[config.mk]
export PLATFORM = sky130hd
export DESIGN_NAME = wb_queue
export DESIGN_NICKNAME = d
export VERILOG_FILES = /design/src/rtl/wb_pkg.sv /design/src/rtl/wb_fifo.sv /design/src/rtl/wb_queue.sv
export SDC_FILE = /design/constraint.sdc
export NUM_CORES = 1
export LEC_CHECK = 0
export ABC_AREA = 1
export CORE_ASPECT_RATIO = 1.25
export CORE_MARGIN = 2
export CORE_UTILIZATION = 60
export DETAILED_ROUTE_END_ITERATION = 7
export DONT_BUFFER_PORTS = 1
export PLACE_DENSITY = 0.84
export REMOVE_ABC_BUFFERS = 1
export SYNTH_ARGS = -nofsm -noshare
export SYNTH_HDL_FRONTEND = slang
export SYNTH_SLANG_ARGS = --single-unit
export TNS_END_PERCENT = 100
[constraint.sdc]
create_clock -name clk -period 5.8 [get_ports clk]
set_clock_uncertainty 0.15 [all_clocks]
set_input_delay 0.87 -clock clk [delete_from_list [all_inputs] [get_ports clk]]
set_output_delay 0.87 -clock clk [all_outputs]
set_load 0.01 [all_outputs]
[src/rtl/wb_pkg.sv]
// Shared widths and the queue entry type for the write-back queue.
package wb_pkg;

  localparam int ADDR_W    = 5;
  localparam int DATA_W    = 32;
  localparam int DEPTH_DEF = 4;

  typedef struct packed {
    logic [ADDR_W-1:0] add;
    logic [DATA_W-1:0] data;
  } wb_entry_t;

endpackage

[src/rtl/wb_fifo.sv]
// Circular entry store for the write-back queue: up to two pushes and one pop per cycle.
// Storage is exported so the parent can run the forwarding search.
module wb_fifo
  import wb_pkg::*;
#(
  parameter  int DEPTH = DEPTH_DEF,
  localparam int PTR_W = $clog2(DEPTH),
  localparam int CNT_W = PTR_W + 1
) (
  input  logic                  clk,
  input  logic                  rst_n,
  input  logic                  push_a,
  input  wb_entry_t             entry_a,
  input  logic                  push_b,
  input  wb_entry_t             entry_b,
  input  logic                  pop,
  output wb_entry_t             head,
  output logic [CNT_W-1:0]      count,
  output logic [PTR_W-1:0]      rd_ptr,
  output wb_entry_t [DEPTH-1:0] entries
);

  wb_entry_t [DEPTH-1:0] mem;
  logic [PTR_W-1:0]      wr_ptr;
  logic [PTR_W-1:0]      wr_ptr_nxt;

  assign wr_ptr_nxt = wr_ptr + PTR_W'(1);
  assign head       = mem[rd_ptr];
  assign entries    = mem;

  // push_b is only ever raised together with push_a, so slot b lands right after slot a.
  always_ff @(posedge clk) begin
    if (push_a) mem[wr_ptr] <= entry_a;
    if (push_b) mem[wr_ptr_nxt] <= entry_b;
  end

  always_ff @(posedge clk or negedge rst_n) begin
    if (!rst_n) begin
      wr_ptr <= '0;
      rd_ptr <= '0;
      count  <= '0;
    end else begin
      wr_ptr <= wr_ptr + PTR_W'(push_a) + PTR_W'(push_b);
      rd_ptr <= rd_ptr + PTR_W'(pop);
      count  <= count + CNT_W'(push_a) + CNT_W'(push_b) - CNT_W'(pop);
    end
  end

endmodule

[src/rtl/wb_queue.sv]
// Write-back queue merging load and ALU results into one register-file write port,
// with a forwarding lookup over pending writes.
module wb_queue
  import wb_pkg::*;
#(
  parameter  int DEPTH = DEPTH_DEF,
  localparam int PTR_W = $clog2(DEPTH),
  localparam int CNT_W = PTR_W + 1
) (
  input  logic              clk,
  input  logic              rst_n,
  input  logic              ld_valid,
  output logic              ld_ready,
  input  logic [ADDR_W-1:0] ld_add,
  input  logic [DATA_W-1:0] ld_data,
  input  logic              alu_valid,
  output logic              alu_ready,
  input  logic [ADDR_W-1:0] alu_add,
  input  logic [DATA_W-1:0] alu_data,
  output logic              wr_en,
  output logic [ADDR_W-1:0] wr_add,
  output logic [DATA_W-1:0] datain,
  input  logic [ADDR_W-1:0] q_add,
  output logic              q_hit,
  output logic [DATA_W-1:0] q_data,
  output logic              wb_empty
);

  wb_entry_t             ld_entry;
  wb_entry_t             alu_entry;
  wb_entry_t             entry_a;
  wb_entry_t             head;
  wb_entry_t [DEPTH-1:0] entries;
  logic [CNT_W-1:0]      count;
  logic [CNT_W-1:0]      free;
  logic [PTR_W-1:0]      rd_ptr;
  logic                  ld_push;
  logic                  alu_push;
  logic                  push_a;
  logic                  push_b;
  logic                  pop;

  // Readiness looks only at occupancy before this edge's pop, never at address or data.
  assign free      = CNT_W'(DEPTH) - count;
  assign ld_ready  = (free != '0);
  assign alu_ready = (free >= CNT_W'(2)) || ((free != '0) && !ld_valid);

  // Writes to register 0 finish their handshake but are dropped here.
  assign ld_push  = ld_valid  && ld_ready  && (ld_add  != '0);
  assign alu_push = alu_valid && alu_ready && (alu_add != '0);

  assign ld_entry  = '{add: ld_add,  data: ld_data};
  assign alu_entry = '{add: alu_add, data: alu_data};

  // Compact into slots a/b so the load, being older, always goes first.
  assign push_a  = ld_push || alu_push;
  assign push_b  = ld_push && alu_push;
  assign entry_a = ld_push ? ld_entry : alu_entry;
  assign pop     = (count != '0);

  wb_fifo #(.DEPTH(DEPTH)) u_fifo (
    .clk     (clk),
    .rst_n   (rst_n),
    .push_a  (push_a),
    .entry_a (entry_a),
    .push_b  (push_b),
    .entry_b (alu_entry),
    .pop     (pop),
    .head    (head),
    .count   (count),
    .rd_ptr  (rd_ptr),
    .entries (entries)
  );

  always_ff @(posedge clk or negedge rst_n) begin
    if (!rst_n) begin
      wr_en  <= 1'b0;
      wr_add <= '0;
      datain <= '0;
    end else if (pop) begin
      wr_en  <= 1'b1;
      wr_add <= head.add;
      datain <= head.data;
    end else begin
      wr_en  <= 1'b0;
    end
  end

  assign wb_empty = (count == '0) && !wr_en;

  // Walk oldest to youngest so the last match (youngest) wins; output stage is oldest of all.
  always_comb begin
    logic [PTR_W-1:0] idx;
    idx    = '0;
    q_hit  = 1'b0;
    q_data = '0;
    if (q_add != '0) begin
      if (wr_en && (wr_add == q_add)) begin
        q_hit  = 1'b1;
        q_data = datain;
      end
      for (int k = 0; k < DEPTH; k++) begin
        idx = rd_ptr + PTR_W'(k);
        if ((CNT_W'(k) < count) && (entries[idx].add == q_add)) begin
          q_hit  = 1'b1;
          q_data = entries[idx].data;
        end
      end
    end
  end

endmodule
==> out/metrics.yaml, run 1 <==
synth_cells: 2416
via_per_inst: 6.266
p_sw_uw: 5537
cp.arrival_ps: 3810
ys_seq_elements: 193
cp_max_fo: 64
power_frac_comb: 0.611
synthDistinctLibCells: 36
die_area_sq_mm: 0.02445
ant_nets: 0
clockPowerShare: 0.119
maxCapViolations: 0
ctsResizeCount: 0
fin_crit_ps: 4833
start_kind: "flip-flop"
setup_violations: 0
row_count: 62
finalNonFillerCells: 2588
fillers: 2168
synth.top_cell.area_share: 0.2211
p_int_uw: 4597
ios: 157
p_leak_uw: 0.006691
numCtsBuffers: 17
die_w_um: 140.2
critPathMaxStageDelay_ps: 630
synth_top_area_cell: "nand2_1"
synth_ff_type: "dfxtp_1"
finalWorstSetupSlack_ps: 966.5
required_ps: 4780
timing.fmax_ghz: 0.2069
cts_max_level: 4
drive_gt1_frac: 0.04000
wl_um: 47610
clk_pin_slew_ps: 70
switching_share: 0.5464
drc_errors: 2
min_path_type: "in2async"
grt_pass1_vias: 14820
drt_iter0_markers: 1991
peakVddDrop_mv: 0.3610
routedWlPerCell_um: 18.40
ys_warn_count: 0
place_ws_ps: 1529
die_h_um: 174.3
place_congestion: 0.9221
syn_avg_cell_area_sq_um: 5.762
cts_buffer_depth: 2
antenna_found_initial: 0
clockRootBuffer: "clkbuf_16"
dpl.hpwl_um: 29430
grt_max_degree: 97
cts_tree: "built"
violations: "DRC"
postPlaceCellArea_sq_mm: 0.01384
status: "finished, violations left"
ys_seq_area_frac: 0.2937
cts_setup_buffers: 0
design_area_sq_mm: 0.01445
grt_pass1_wl_um: 75100
max_slew_margin: 0.3146
powerDensity_mw_per_mm2: 701.5
period_share: 0.8334
worst_pin_slew_ps: 1025
rsz0062_at_grt: "false"
path_common_cell: "nand2_1"
hold_viol: 0
clock_latency_ps: 440
core_area_sq_mm: 0.02288
placed_cells: 2555
async_flop_share: 0.2332
grt_use_total: 0.3815
crit_slowest_cell: "dfrtp_4"
cts_sinks: 193
seqPwrFrac: 0.270
post-synth-top-count-cell: "nand2_1"
yosys-top-cells-area: "nand2_1, dfxtp_1, o21ai_0"
worst_setup_path_end_kind: "output port"
ys_top_cells_by_count: "nand2_1, o21ai_0, a21oi_1"
start_util: 0.6084
num_vias: 16220
diodes: 0
crit_chain: "inv_4 -> buf_4 -> nand2_1 -> o21ai_1 -> o21ai_1 -> nand2_1 -> nand2_1 -> nor2_1 -> nand2_1 -> nor2_4 -> buf_12 -> nor2_1 -> a21oi_1"
overflow: 0
fin_util: 0.6312
syn_area_sq_mm: 0.01392
syn_to_final_growth_pct: 3.757
nNetsFinal: 2381
synth_edf_count: 0
port_buffers: 0
path_class: "reg2out"
slew_viol_final: 0
firstDrtPassIters: 8
## state kept, by name, summed over array words and instances, names as in the netlist
signal	count
datain	32
wr_en	1
u_fifo.rd_ptr	2
wr_add	5
u_fifo.wr_ptr	2
u_fifo.entries	148
u_fifo.count	3
## critical path, delay by kind of cell (launching register included)
kind	cells	cell delay (ps)
buf+inv	3	1130
simple gates	7	970
flops	1	630
compound gates	3	590
## timing repair
action	CTS	global route
hold buffers	1	0
setup endpoints to repair	0	0
endpoints found under the hold margin	45	0
## metal layers
metal  routed length (um)  GRT usage
met2                21370     0.6183
met4                 2733     0.2260
met3                 6357    0.09532
met5                    0          0
met1                17150     0.4575
## metrics by stage
step	setup TNS (ps)	hold slack [ps]	total power [uW]
final	0	139.8	10130
after global routing	0	145.3	11040
after CTS	0	140.3	9935
after detailed placement	0	344.3	8700
after global placement	0	342.2	8480
after floorplan	-148010	327.8	7039
## cell families after synthesis
| kind of cell | after synthesis | synth area share |
|---|---|---|
| muxes | 1 | 0.0007190 |
| DFF | 193 | 0.2937 |
| buffers and inverters | 328 | 0.09526 |
| and+or+nand+nor | 1119 | 0.3209 |
| xor gates and xnor gates | 6 | 0.003775 |
| adders and majority gates | 11 | 0.01150 |
| AOI/OAI and AO/OA | 758 | 0.2741 |
## placed cells by master (no fill, tap or decap), types with 2 or more instances in the layout
cell,netlist,final
o21ai_0,540,540
nor2_4,1,3
inv_6,0,3
nor3_1,3,3
buf_4,8,40
dfrtp_1,45,44
nand4_1,35,35
xnor2_1,2,2
nand2_2,1,2
clkinv_2,0,5
nand3b_1,2,2
xor2_1,4,4
clkinv_1,7,7
o22ai_1,10,10
nor4_1,2,2
ha_1,8,7
inv_1,128,128
bufinv_16,0,2
o21ai_1,18,18
clkbuf_16,0,17
or2_2,3,3
dfxtp_1,148,148
nand2_4,0,2
clkbuf_1,123,2
nor2_2,2,3
nand3_1,106,106
nand2_1,820,817
clkinv_4,0,2
nor2_1,142,139
fa_1,3,3
a21oi_1,187,187
## final cells by class
cell class,count,area [sq um],area share
flip-flops and latches,193,4093,0.2833
multi-input cells,1895,8544,0.5915
well taps,288,360.3,0.02495
repair buffers,42,347.8,0.02408
inverters,138,521.8,0.03612
clock buffers,20,446.7,0.03092
clock inverters,12,131.4,0.009095
## power groups by stage
stage,clock network (uW),registers (uW),logic (uW)
floorplan,0,2690,4350
global placement,0,2720,5760
detailed placement,0,2740,5960
CTS,1200,2720,6020
global route,1260,2830,6950
finish,1200,2740,6190
## final timing paths
| kind | cells after the start | end | slack (ps) | from |
|---|---|---|---|---|
| max | 13 | q_data[4] | 970 | u_fifo.rd_ptr[0]$_DFF_PN0_ |
| min | 1 | datain[27]$_DFFE_PN0N_ | 140 | rst_n |
| max reg2reg | 14 | u_fifo.entries[72]$_DFF_P_ | 1660 | u_fifo.count[1]$_DFF_PN0_ |
| min reg2reg | 2 | u_fifo.entries[131]$_DFF_P_ | 370 | u_fifo.entries[131]$_DFF_P_ |
| max in group asynchronous | 1 | u_fifo.rd_ptr[0]$_DFF_PN0_ | 5110 | rst_n |
| min in group clk | 2 | u_fifo.entries[131]$_DFF_P_ | 370 | u_fifo.entries[131]$_DFF_P_ |
Note: power is estimated with default switching activity, not from simulation.
==> run 2: changes to the inputs <==
--- a/config.mk
+++ b/config.mk
@@ -8,10 +8,10 @@
 export ABC_AREA = 1
 export CORE_ASPECT_RATIO = 1.25
 export CORE_MARGIN = 2
-export CORE_UTILIZATION = 60
+export CORE_UTILIZATION = 59
 export DETAILED_ROUTE_END_ITERATION = 7
 export DONT_BUFFER_PORTS = 1
-export PLACE_DENSITY = 0.84
+export PLACE_DENSITY = 0.86
 export REMOVE_ABC_BUFFERS = 1
 export SYNTH_ARGS = -nofsm -noshare
 export SYNTH_HDL_FRONTEND = slang
==> constraint.sdc (replaced) <==
create_clock -name clk -period 4 [get_ports clk]
set_clock_uncertainty 0.15 [all_clocks]
set_input_delay 0.6 -clock clk [delete_from_list [all_inputs] [get_ports clk]]
set_output_delay 0.6 -clock clk [all_outputs]
set_load 0.01 [all_outputs]
==> run 2 against run 1 <==
- the run now ends clean
- total power is 47% higher
- worst hold slack worse by 30 ps
- critical path depth is 1 lower
- flip-flop and latch count stayed put
- core utilization is 0.29 points higher
- critical path type unchanged
- highest routed layer is now met5
==> out/metrics.yaml, run 2 (synthesis gave the netlist of run 1 again) <==
via_per_inst: 6.353  # +1.4%
r2r_end: "u_fifo.entries[144]$_DFF_P_"
grt_pass1_vias: 15170  # +2.4%
status: "complete, no violations"
firstDrtPassIters: 7  # -1
rsz0062_at_grt: "false"
hold_depth: 2
cts_max_level: 4  # unchanged
fin_util: 0.6341  # +0.002901
peakVddDrop_mv: 0.5314  # +47%
die_area_sq_mm: 0.02485  # +1.7%
num_vias: 16530  # +1.9%
core_area_sq_mm: 0.02312  # +1.0%
start_util: 0.6022  # -0.006124
whs_ps: 110.0  # -29.81 ps
dpl.hpwl_um: 31290  # +6.3%
drive_gt1_frac: 0.04538  # +0.005376
worst_setup_path_end_kind: "output port"
r2r_start: "u_fifo.count[1]$_DFF_PN0_"
clock_latency_ps: 450  # about the same
p_leak_uw: 0.006793  # +1.5%
postPlaceCellArea_sq_mm: 0.01402  # +1.3%
design_area_sq_mm: 0.01466  # +1.5%
clockRootBuffer: "clkbuf_16"
ios: 157  # unchanged
place_ws_ps: 425.1  # -1103 ps
die_w_um: 141.4  # +0.82%
cts_buffer_depth: 2  # unchanged
maxCapViolations: 0  # unchanged
nNetsFinal: 2395  # +0.59%
path_class: "reg2out"
grt_use_total: 0.3853  # +0.003791
worst_pin_slew_ps: 1049  # +23.85 ps
cp.arrival_ps: 3050  # -760 ps
grt_max_degree: 194  # +100%
drc_errors: 0  # -2
required_ps: 3250  # -1530 ps
port_buffers: 0  # unchanged
routedWlPerCell_um: 18.63  # +1.3%
min_path_type: "in2reg"
cts_setup_buffers: 0  # unchanged
finalPower_uw: 14900  # +47%
cp_max_fo: 45  # -30%
diodes: 0  # unchanged
ant_nets: 0  # unchanged
clk_pin_slew_ps: 80  # about the same
hold_path_startpoint: "alu_data[25]"
antenna_found_initial: 1  # +1
final_cell_mix: "nand2_1, o21ai_0, a21oi_1"
timing.fmax_ghz: 0.2629
powerDensity_mw_per_mm2: 1016  # +45%
place_congestion: 0.9242  # +0.23%
numCtsBuffers: 17  # unchanged
overflow: 0  # unchanged
period_share: 0.9510
die_h_um: 175.7  # +0.83%
fillers: 2169  # +0.046%
slew_viol_final: 0  # unchanged
grt_pass1_wl_um: 77120  # +2.7%
row_count: 62  # unchanged
max_slew_margin: 0.2963  # -0.01831
min_to: "u_fifo.entries[25]$_DFF_P_"
finalWorstSetupSlack_ps: 196.0  # -770.6 ps
cts_tree: "built"
reg2reg_depth: 9  # -5
final_common_cell: "nand2_1"
setup_violations: 0  # unchanged
hold_viol: 0  # unchanged
largest_register_ffs: 148  # unchanged
fin_crit_ps: 3804
wl_um: 48480  # +1.8%
r2r_slack_ps: 250  # -1410 ps
cts_sinks: 193  # unchanged
syn_to_final_growth_pct: 5.294
start_kind: "flip-flop"
drt_iter0_markers: 1904  # -4.4%
[run 2: cell count changes in the layout (fill, tap and decap cells not counted), moves of 2 or more]
cell | previous run | this run
buf_4 | 40 | 44
buf_12 | 1 | 8
clkinv_2 | 5 | 3
buf_6 | 0 | 2
[run 2: critical path, stage by stage (launching register included)]
cell and delay [ps]:
dfrtp_4 620, inv_8 260, nand2_1 140, nand2_4 170, nand3_1 90, o21ai_1 110, o21ai_1 80, nor2_1 140
nand2_1 110, nor2_4 190, buf_12 220, nor2_1 70, a21oi_1 390
[run 2: worst max path at each step]
stage	from	endpoint	slack, ps	cells after the start
after floorplan	u_fifo.rd_ptr[0]$_DFF_PN0_	q_data[0]	-4540	12
after global placement	u_fifo.count[0]$_DFF_PN0_	u_fifo.count[1]$_DFF_PN0_	540	15
after detailed placement	u_fifo.count[0]$_DFF_PN0_	u_fifo.count[1]$_DFF_PN0_	430	15
after CTS	u_fifo.rd_ptr[0]$_DFF_PN0_	q_data[30]	140	13
after global routing	u_fifo.rd_ptr[0]$_DFF_PN0_	q_data[0]	60	12
final	u_fifo.rd_ptr[0]$_DFF_PN0_	q_data[18]	200	12
[run 2: layout make-up]
| cell class | count | area [sq um] | area share |
|---|---|---|---|
| Clock buffer | 22 | 485.5 | 0.03312 |
| Timing Repair Buffer | 56 | 550.5 | 0.03756 |
| Inverter | 138 | 526.8 | 0.03593 |
| Clock inverter | 10 | 98.84 | 0.006743 |
| Multi-Input combinational cell | 1895 | 8544 | 0.5829 |
| Sequential cell | 193 | 4093 | 0.2792 |
| Tap cell | 288 | 360.3 | 0.02458 |
[run 2: power breakdown]
group          internal (uW)  leakage [uW]  total (uW)  switching (uW)
combinational           2810       0.00473        9200            6380
sequential              3050       0.00178        3970             915
clock                    935      0.000282        1740             802
[run 2: layer usage]
layer  global-route usage  up-vias  routed length [um]
met2               0.6201     1125               21660
met5                    0        -                  16
met3              0.08533      247                6126
li1                     -     7718                   -
met1               0.4731     7438               17880
met4               0.2258        2                2799
[run 2: through the flow]
step           setup TNS [ps]  cells
2_1_floorplan         -503410   2226
3_3_place_gp                0   2568
3_5_place_dp                0   2568
4_1_cts                     0   2602
5_1_grt                     0   2602
6_report                    0   2602
[run 2: what timing repair did]
action                                  in CTS  in global routing
endpoints found under the hold margin       45                  0
resized for setup                            0                  4
hold buffers                                 2                  0
endpoints found under the setup margin       0                 32
